[config.mk]
export PLATFORM = sky130hd
export DESIGN_NAME = spi_regfile_peripheral
export DESIGN_NICKNAME = d
export VERILOG_FILES = /design/src/rtl/spi_regfile_peripheral.sv
export SDC_FILE = /design/constraint.sdc
export NUM_CORES = 1
export LEC_CHECK = 0
export ABC_AREA = 0
export CAP_MARGIN = 5
export CORE_MARGIN = 2
export CORE_UTILIZATION = 40
export DETAILED_ROUTE_END_ITERATION = 7
export GPL_ROUTABILITY_DRIVEN = 0
export MAX_ROUTING_LAYER = met4
export PLACE_DENSITY = 0.73
export REMOVE_ABC_BUFFERS = 1
export SYNTH_ARGS = -nofsm -noshare
export SYNTH_HDL_FRONTEND = slang
export SYNTH_SLANG_ARGS = --single-unit
export TNS_END_PERCENT = 100
[constraint.sdc]
create_clock -name clk -period 3 [get_ports clk]
set_input_delay 0.45 -clock clk [delete_from_list [all_inputs] [get_ports clk]]
set_output_delay 0.45 -clock clk [all_outputs]
set_load 0.05 [all_outputs]
[src/rtl/spi_regfile_peripheral.sv]
// SPI mode-0 peripheral exposing NUM_REGS writable/readable registers.
// SPI pins are oversampled by clk through 2-flop synchronisers plus an edge-detect flop.
module spi_regfile_peripheral #(
    parameter int NUM_REGS = 5,
    parameter int ADDR_W   = 7,
    parameter int DATA_W   = 8
) (
    input  logic                       clk,
    input  logic                       rst_n,
    input  logic                       SCLK,
    input  logic                       nCS,
    input  logic                       COPI,
    output logic                       CIPO,
    output logic                       cipo_oe,
    output logic [NUM_REGS*DATA_W-1:0] regs_q,
    output logic                       wr_stb,
    output logic [ADDR_W-1:0]          wr_addr,
    output logic                       frame_err
);

    localparam int FRAME_LEN = 1 + ADDR_W + DATA_W;
    localparam int SR_W      = ADDR_W + DATA_W;
    localparam int CNT_W     = $clog2(FRAME_LEN + 2);

    localparam logic [CNT_W-1:0] CNT_ADDR  = CNT_W'(ADDR_W);
    localparam logic [CNT_W-1:0] CNT_DATA0 = CNT_W'(1 + ADDR_W);
    localparam logic [CNT_W-1:0] CNT_FULL  = CNT_W'(FRAME_LEN);
    localparam logic [CNT_W-1:0] CNT_SAT   = CNT_W'(FRAME_LEN + 1);

    // [0],[1]: synchroniser; [2]: edge-detect stage
    logic [2:0] sclk_sr;
    logic [2:0] ncs_sr;
    logic [2:0] copi_sr;

    logic sclk_rise, sclk_fall, ncs_fall, ncs_rise, ncs_low, copi_bit;

    logic [CNT_W-1:0]  cnt;
    logic [SR_W-1:0]   sreg;
    logic [SR_W-1:0]   next_sreg;
    logic              rw;
    logic [DATA_W-1:0] oshift;
    logic [DATA_W-1:0] rd_val;
    logic [ADDR_W-1:0] rd_addr;
    logic [ADDR_W-1:0] cmt_addr;
    logic [DATA_W-1:0] cmt_data;
    logic              addr_ok;
    logic              commit;
    logic              bad_len;

    logic [DATA_W-1:0] regs [NUM_REGS];

    always_ff @(posedge clk or negedge rst_n) begin
        if (!rst_n) begin
            sclk_sr <= '0;
            ncs_sr  <= '1;
            copi_sr <= '0;
        end else begin
            sclk_sr <= {sclk_sr[1:0], SCLK};
            ncs_sr  <= {ncs_sr[1:0], nCS};
            copi_sr <= {copi_sr[1:0], COPI};
        end
    end

    assign sclk_rise = sclk_sr[1] & ~sclk_sr[2];
    assign sclk_fall = ~sclk_sr[1] & sclk_sr[2];
    assign ncs_fall  = ~ncs_sr[1] & ncs_sr[2];
    assign ncs_rise  = ncs_sr[1] & ~ncs_sr[2];
    assign ncs_low   = ~ncs_sr[1];
    // Delayed one stage so data lines up with the registered SCLK edge
    assign copi_bit  = copi_sr[2];

    assign next_sreg = {sreg[SR_W-2:0], copi_bit};
    assign rd_addr   = next_sreg[ADDR_W-1:0];
    assign cmt_addr  = sreg[SR_W-1 -: ADDR_W];
    assign cmt_data  = sreg[DATA_W-1:0];
    assign addr_ok   = 32'(cmt_addr) < NUM_REGS;
    assign commit    = ncs_rise && (cnt == CNT_FULL) && rw && addr_ok;
    assign bad_len   = ncs_rise && (cnt != CNT_FULL);

    always_comb begin
        rd_val = '0;
        for (int unsigned k = 0; k < NUM_REGS; k++) begin
            if (32'(rd_addr) == k) rd_val = regs[k];
        end
    end

    always_comb begin
        regs_q = '0;
        for (int unsigned k = 0; k < NUM_REGS; k++) begin
            regs_q[k*DATA_W +: DATA_W] = regs[k];
        end
    end

    // Read data is shifted out only after the first data-bit rising edge, so the
    // controller samples the MSB on the first data clock.
    always_ff @(posedge clk or negedge rst_n) begin
        if (!rst_n) begin
            cnt    <= '0;
            sreg   <= '0;
            rw     <= 1'b0;
            oshift <= '0;
            CIPO   <= 1'b0;
        end else if (ncs_fall) begin
            cnt    <= '0;
            sreg   <= '0;
            rw     <= 1'b0;
            oshift <= '0;
            CIPO   <= 1'b0;
        end else if (ncs_rise) begin
            oshift <= '0;
            CIPO   <= 1'b0;
        end else if (ncs_low && sclk_rise) begin
            if (cnt != CNT_SAT) cnt <= cnt + CNT_W'(1);
            if (cnt == '0) begin
                rw <= copi_bit;
            end else if (cnt < CNT_FULL) begin
                sreg <= next_sreg;
            end
            if (cnt == CNT_ADDR && !rw) begin
                oshift <= rd_val << 1;
                CIPO   <= rd_val[DATA_W-1];
            end
        end else if (ncs_low && sclk_fall && !rw && cnt > CNT_DATA0) begin
            CIPO   <= oshift[DATA_W-1];
            oshift <= oshift << 1;
        end
    end

    always_ff @(posedge clk or negedge rst_n) begin
        if (!rst_n) begin
            wr_stb    <= 1'b0;
            wr_addr   <= '0;
            frame_err <= 1'b0;
            cipo_oe   <= 1'b0;
            for (int unsigned k = 0; k < NUM_REGS; k++) regs[k] <= '0;
        end else begin
            wr_stb    <= commit;
            frame_err <= bad_len;
            cipo_oe   <= ~ncs_sr[2];
            if (commit) wr_addr <= cmt_addr;
            for (int unsigned k = 0; k < NUM_REGS; k++) begin
                if (commit && 32'(cmt_addr) == k) regs[k] <= cmt_data;
            end
        end
    end

endmodule

Word-level counts from Yosys, hierarchy flattened
Cells that the tools add are included.

Bits in writable memories: 0. Memory bits (read-only): 0. Latch bits: 0. Memories: 0. Logic and storage cells: 99. Bits of input ports: 5. Register bits: 89.

Divide/modulo/power cells: 0. Bitwise gates (word level): 8. Reductions and logical operators: 27. Eq/ne operators: 15. Mux-type cells: 28. Add/subtract/negate cells: 1. Magnitude comparators: 3. $mul: 0. Shift-type cells: 0.

Operator list (number): 2-to-1 mux 8 bit (10); 2-to-1 mux 15 bit (5); == test 7 x 2 -> 1 bit (second input constant) (4); 2-to-1 mux 5 bit (4); == test 7 x 1 -> 1 bit (second input constant) (2); == test 7 x 3 -> 1 bit (second input constant) (2); logical AND 1 bit (14); logical NOT 7 bit (2); inequality test 5 bit (second input constant) (2); 2-to-1 mux 1 bit (9); nonzero test 2 bit (4); < comparator 7 x 3 -> 1 bit (second input constant) (1); AND reduction 3 bit (2); adder 5 x 1 -> 5 bit (second input constant) (1); == test 5 x 3 -> 1 bit (second input constant) (1); == test 5 bit (second input constant) (1); > comparator 5 x 4 -> 1 bit (second input constant) (1); logical NOT 5 bit (1); < comparator 5 bit (second input constant) (1); bitwise AND 1 bit (4); inequality test 2 bit (second input constant) (2); inequality test 4 x 3 -> 1 bit (second input constant) (1); inverter 1 bit (4); AND reduction 4 bit (1); 3 further kinds (3).

Longest topological paths before layout
Gate-level depths: netlist of the first run.

Depth in word-level cells: 10. Mapped depth: 8.

Worst setup path before layout of the first run
No wires, ideal clock.

Kind: register -> register. Start point: register ncs_sr[1]. End point: register regs, in the netlist regs_q[16]. Cell stages (with the launch flop): 7. Path slack: 0.631 ns. Buffers on the path: 0. Arrival time: 2.244 ns. Required time: 2.875 ns. Cell sequence: dfstp_2 -> ha_1 -> and4b_1 -> nand4_4 -> or3_4 -> nor3b_4 -> mux2_2.

Longest elaborated chain between the ends: 5.

Ends and longest elaborated chain: from (decl) (line 32) `logic [2:0] ncs_sr;`; from (signal assigned) (line 59) `ncs_sr <= {ncs_sr[1:0], nCS};`; bitwise AND 1 bit (line 67) `assign ncs_rise = ncs_sr[1] & ~ncs_sr[2];`; logical AND 1 bit (3 in series) (line 77) `assign commit = ncs_rise && (cnt == CNT_FULL) && rw && addr_ok;`; logical AND 1 bit (line 142) `if (commit && 32'(cmt_addr) == k) regs[k] <= cmt_data;`; to (signal, indexed assignment) (line 142); to (decl) (line 50) `logic [DATA_W-1:0] regs [NUM_REGS];`.

No other way between the ends. A chain may end at the register's enable or synchronous reset.

Worst setup path in the final report of the first run
Start point: register cnt[1]. End point: register regs, in the netlist regs_q[23].

Longest elaborated chain between the ends: 5.

Ends and longest elaborated chain: from (decl) (line 37) `logic [CNT_W-1:0] cnt;`; from (signal assigned) (line 113) `if (cnt != CNT_SAT) cnt <= cnt + CNT_W'(1);`; == test 5 bit (line 77); logical AND 1 bit (3 in series) (line 77); logical AND 1 bit (line 142).

No other way between the ends.

==> results of run 1 <==
-- power by group through the flow --
stage               logic [mW]  registers [mW]  clock network [mW]
finish                   0.341            1.39               0.798
global route             0.380            1.40               0.867
CTS                      0.341            1.38               0.822
detailed placement       0.341            1.41                   0
global placement         0.328            1.41                   0
floorplan                0.224            1.37                   0
-- worst reg2reg max path: cells and delay by family, from the launching register on --
| family | cells | cell delay [ps] |
|---|---|---|
| mux | 1 | 390 |
| flops | 1 | 440 |
| fa+ha+maj | 1 | 170 |
| buf+inv | 1 | 100 |
| simple gates | 4 | 1400 |
-- stage by stage --
step                instances  hold WS (ps)  setup WS, ps  area (um^2)
detailed placement        510           336           388         4740
global route              526           139           225         4930
CTS                       526           116           393         4930
floorplan                 314           154           460         3960
global placement          510           335           519         4740
finish                    526          98.8           406         4930
-- worst paths after layout --
| kind | start | endpoint | cells past startpoint |
|---|---|---|---|
| worst max register to register | cnt[1]$_DFFE_PN0P_ | regs_q[23]$_DFFE_PN0P_ | 7 |
| worst max-delay path | cnt[1]$_DFFE_PN0P_ | regs_q[23]$_DFFE_PN0P_ | 7 |
| max in group asynchronous | rst_n | ncs_sr[1]$_DFF_PN1_ | 2 |
| worst min-delay path | rst_n | oshift[3]$_DFFE_PN0P_ | 1 |
| min in group clk | copi_sr[0]$_DFF_PN0_ | copi_sr[1]$_DFF_PN0_ | 0 |
| worst min register to register | copi_sr[0]$_DFF_PN0_ | copi_sr[1]$_DFF_PN0_ | 0 |
-- cell usage in the layout (no fill, tap or decap), types with 4 or more instances in the layout --
cell,instances
dfrtp_1,85
mux2_2,65
clkdlybuf4s50_1,54
nand2_1,24
nor2_1,17
nor2b_1,15
clkbuf_8,9
buf_4,9
nand3_1,8
nor3_1,7
a21oi_1,7
o211ai_1,7
inv_1,6
o21ai_0,6
o221ai_1,6
a22o_1,6
nand2b_1,5
ha_1,5
nor4_1,4
and2_1,4
-- layer usage --
layer | routed length [um] | vias up
met3 | 370 | 16
met1 | 4410 | 1440
met2 | 4180 | 57
met5 | 0 | -
met4 | 184 | 0
li1 | - | 1307
-- final cells by class --
type	instances	area share
clock buffer	9	0.0251
clock inverter	7	0.0145
inverter	6	0.00457
multi-input combinational	220	0.352
sequential	88	0.447
tap	133	0.0337
timing repair buffer	63	0.123
-- sequential cells by signal, summed over array words and instances (netlist names) --
register	count
wr_stb	1
ncs_sr	3
oshift	7
wr_addr	7
copi_sr	3
regs_q	40
CIPO	1
frame_err	1
cipo_oe	1
cnt	5
sreg	15
rw	1
sclk_sr	3
-- kinds of logic (layout without fill, tap and decap cells) --
| logic type | after synthesis | after routing | synth area share |
|---|---|---|---|
| and+or+nand+nor | 106 | 106 | 0.155 |
| DFF | 88 | 88 | 0.546 |
| muxes | 66 | 66 | 0.184 |
| AOI/OAI and AO/OA | 43 | 43 | 0.0756 |
| buffers and inverters | 24 | 85 | 0.0239 |
| adders and majority gates | 5 | 5 | 0.0155 |
==> results.md, run 1 <==
- DRT Wirelength: 9.14 mm
- Final setup fails: 0
- CTS Hold Bufs: 0
- Mapped Avg Cell Area: 12.2 um^2
- WS Path Type: register to register
- Most common cell in the netlist: dfrtp_1
- Worst Setup End Kind: register
- Crit path time final: 2590 ps
- Worst vdd ir: 346 uV
- Post-synthesis sequential element count: 88
- Power Internal: 1.73 mW
- Yosys warning count: 0
- Share of total power in combinational logic: 0.135
- Clock Sinks: 88
- TritonCTS Buffers: 9
- H-Tree Depth: 3
- Share of cells above drive strength 1: 0.260
- Pin count of the biggest net entering global routing: 51
- Register area: 2210 um^2
- I/O pin total: 56
- Synth Cell Area: 4040 um^2
- Slew Viols, Final: 0
- GR Layer Usage met1: 0.242
- Die W: 104 um
- Ys flop type: dfrtp_1
- Final #Nets: 398
- CP max FO: 10
- Slowest stage cell on the critical path: dfrtp_1
- Met3 Usage GRT: 0.0420
- Post-synth top cells: 85 x dfrtp_1, 65 x mux2_2, 24 x nand2_1, 17 x nor2_1, 15 x nor2b_1
- Max Fclk: 385 MHz
- Tot Pwr: 2.53 mW
- Post-cts resize count: 0
- Slowest Stage Delay on Critical Path: 440 ps
- Leakage Power: 2.23 nW
- Worst-Skew Late Latency: 370 ps
- Cell row count: 36
- Initial Util: 0.413
- Drt first pass iters: 4
- Reg2Reg Setup Slack: 410 ps
- DRC errors left: 0
- Post-synth EDFFs: 0
- Max cap viols: 0
- Leading area contributor after synthesis: dfrtp_1
- Critical path arrival: 2840 ps
- Worst Max-Slew Pin Slew: 904 ps
- # diodes: 0
- Post-route ant nets: 0
- Via density: 5.36
- PortBufs: 55
- Initial antenna violation count: 0
- CP bufs+invs: 1
- Deepest clock path buffer count: 2
- Pwr Density: 513 nW/um^2
- Slew HR: 0.397
- TNS Setup: 0 ps
- Routed wire per std cell: 17.4 um
- Worst Skew: 15.3 ps
- Worst-path cell chain: inv_1, ha_1, nor3b_4, nand4_4, or3_4, nor3b_4, mux2_2
- CTS tree: yes
- Area Overhead vs Synth: 22.2%
- Top area cells in the synthesized netlist: dfrtp_1 53%, mux2_2 18%, nor2b_1 2.3%
- Hold Crit Class: input pin to async pin
- Fin. Hold Viols: 0
- Number of DRC markers in iteration 0: 120
- Via count: 2820
- Cell variety after synth: 46
- DP HPWL: 6.35 mm
- Post-layout util: 0.505
- Fillers: 883
- Sw frac: 0.317
- Delay-heaviest family, CP: simple AND/OR/NAND/NOR gates
- Clock Pin Slew Worst Setup and Hold Paths: 100 ps
- First-pass GRT wire length: 14.9 mm
- Post-synthesis async set-or-reset flop share: 1.00
- Number of global-route vias before repair: 2809
- Sequential fraction of the synthesis area: 0.546
- Core Area: 9770 um^2
- Tcrit/Tclk final: 0.865
- Reg power frac: 0.550
- Cells after Synth: 332
- Share of the synthesized area in the top cell type: 0.527
- M2 GR Usage: 0.264
- Element type at the critical path start: register
- RSZ-0062 raised after global routing: false
- Die height: 104 um
- Remaining global-route overflow: 0
- CTS Root Cell: clkbuf_8
- Clock power frac: 0.315
- Post-CTS Setup Inserts: 0
- Switching power total: 0.801 mW
- GRT Max-Usage Layer: met2
- Total global-route track usage: 0.180
- Multi-input logic area: 1740 um^2
- Status: complete, no violations
- Die footprint: 10900 um^2
- Crit path top cell by count: nor3b_4
- Required @ worst endpoint: 3250 ps
(Power assumes the default switching activity.)
==> run 2: changes to the inputs <==
ABC_CLOCK_PERIOD_IN_PS = 3000   (was default)
==> results of run 2 <==
Same layout as run 1: the final DEF is identical, and so are final timing and power.
==> run 3: changes to the inputs <==
CTS_BUF_LIST = sky130_fd_sc_hd__clkbuf_4 sky130_fd_sc_hd__clkbuf_8 sky130_fd_sc_hd__clkbuf_16   (was default)
==> results of run 3 <==
Same layout as run 1: the final DEF is identical, and so are final timing and power.
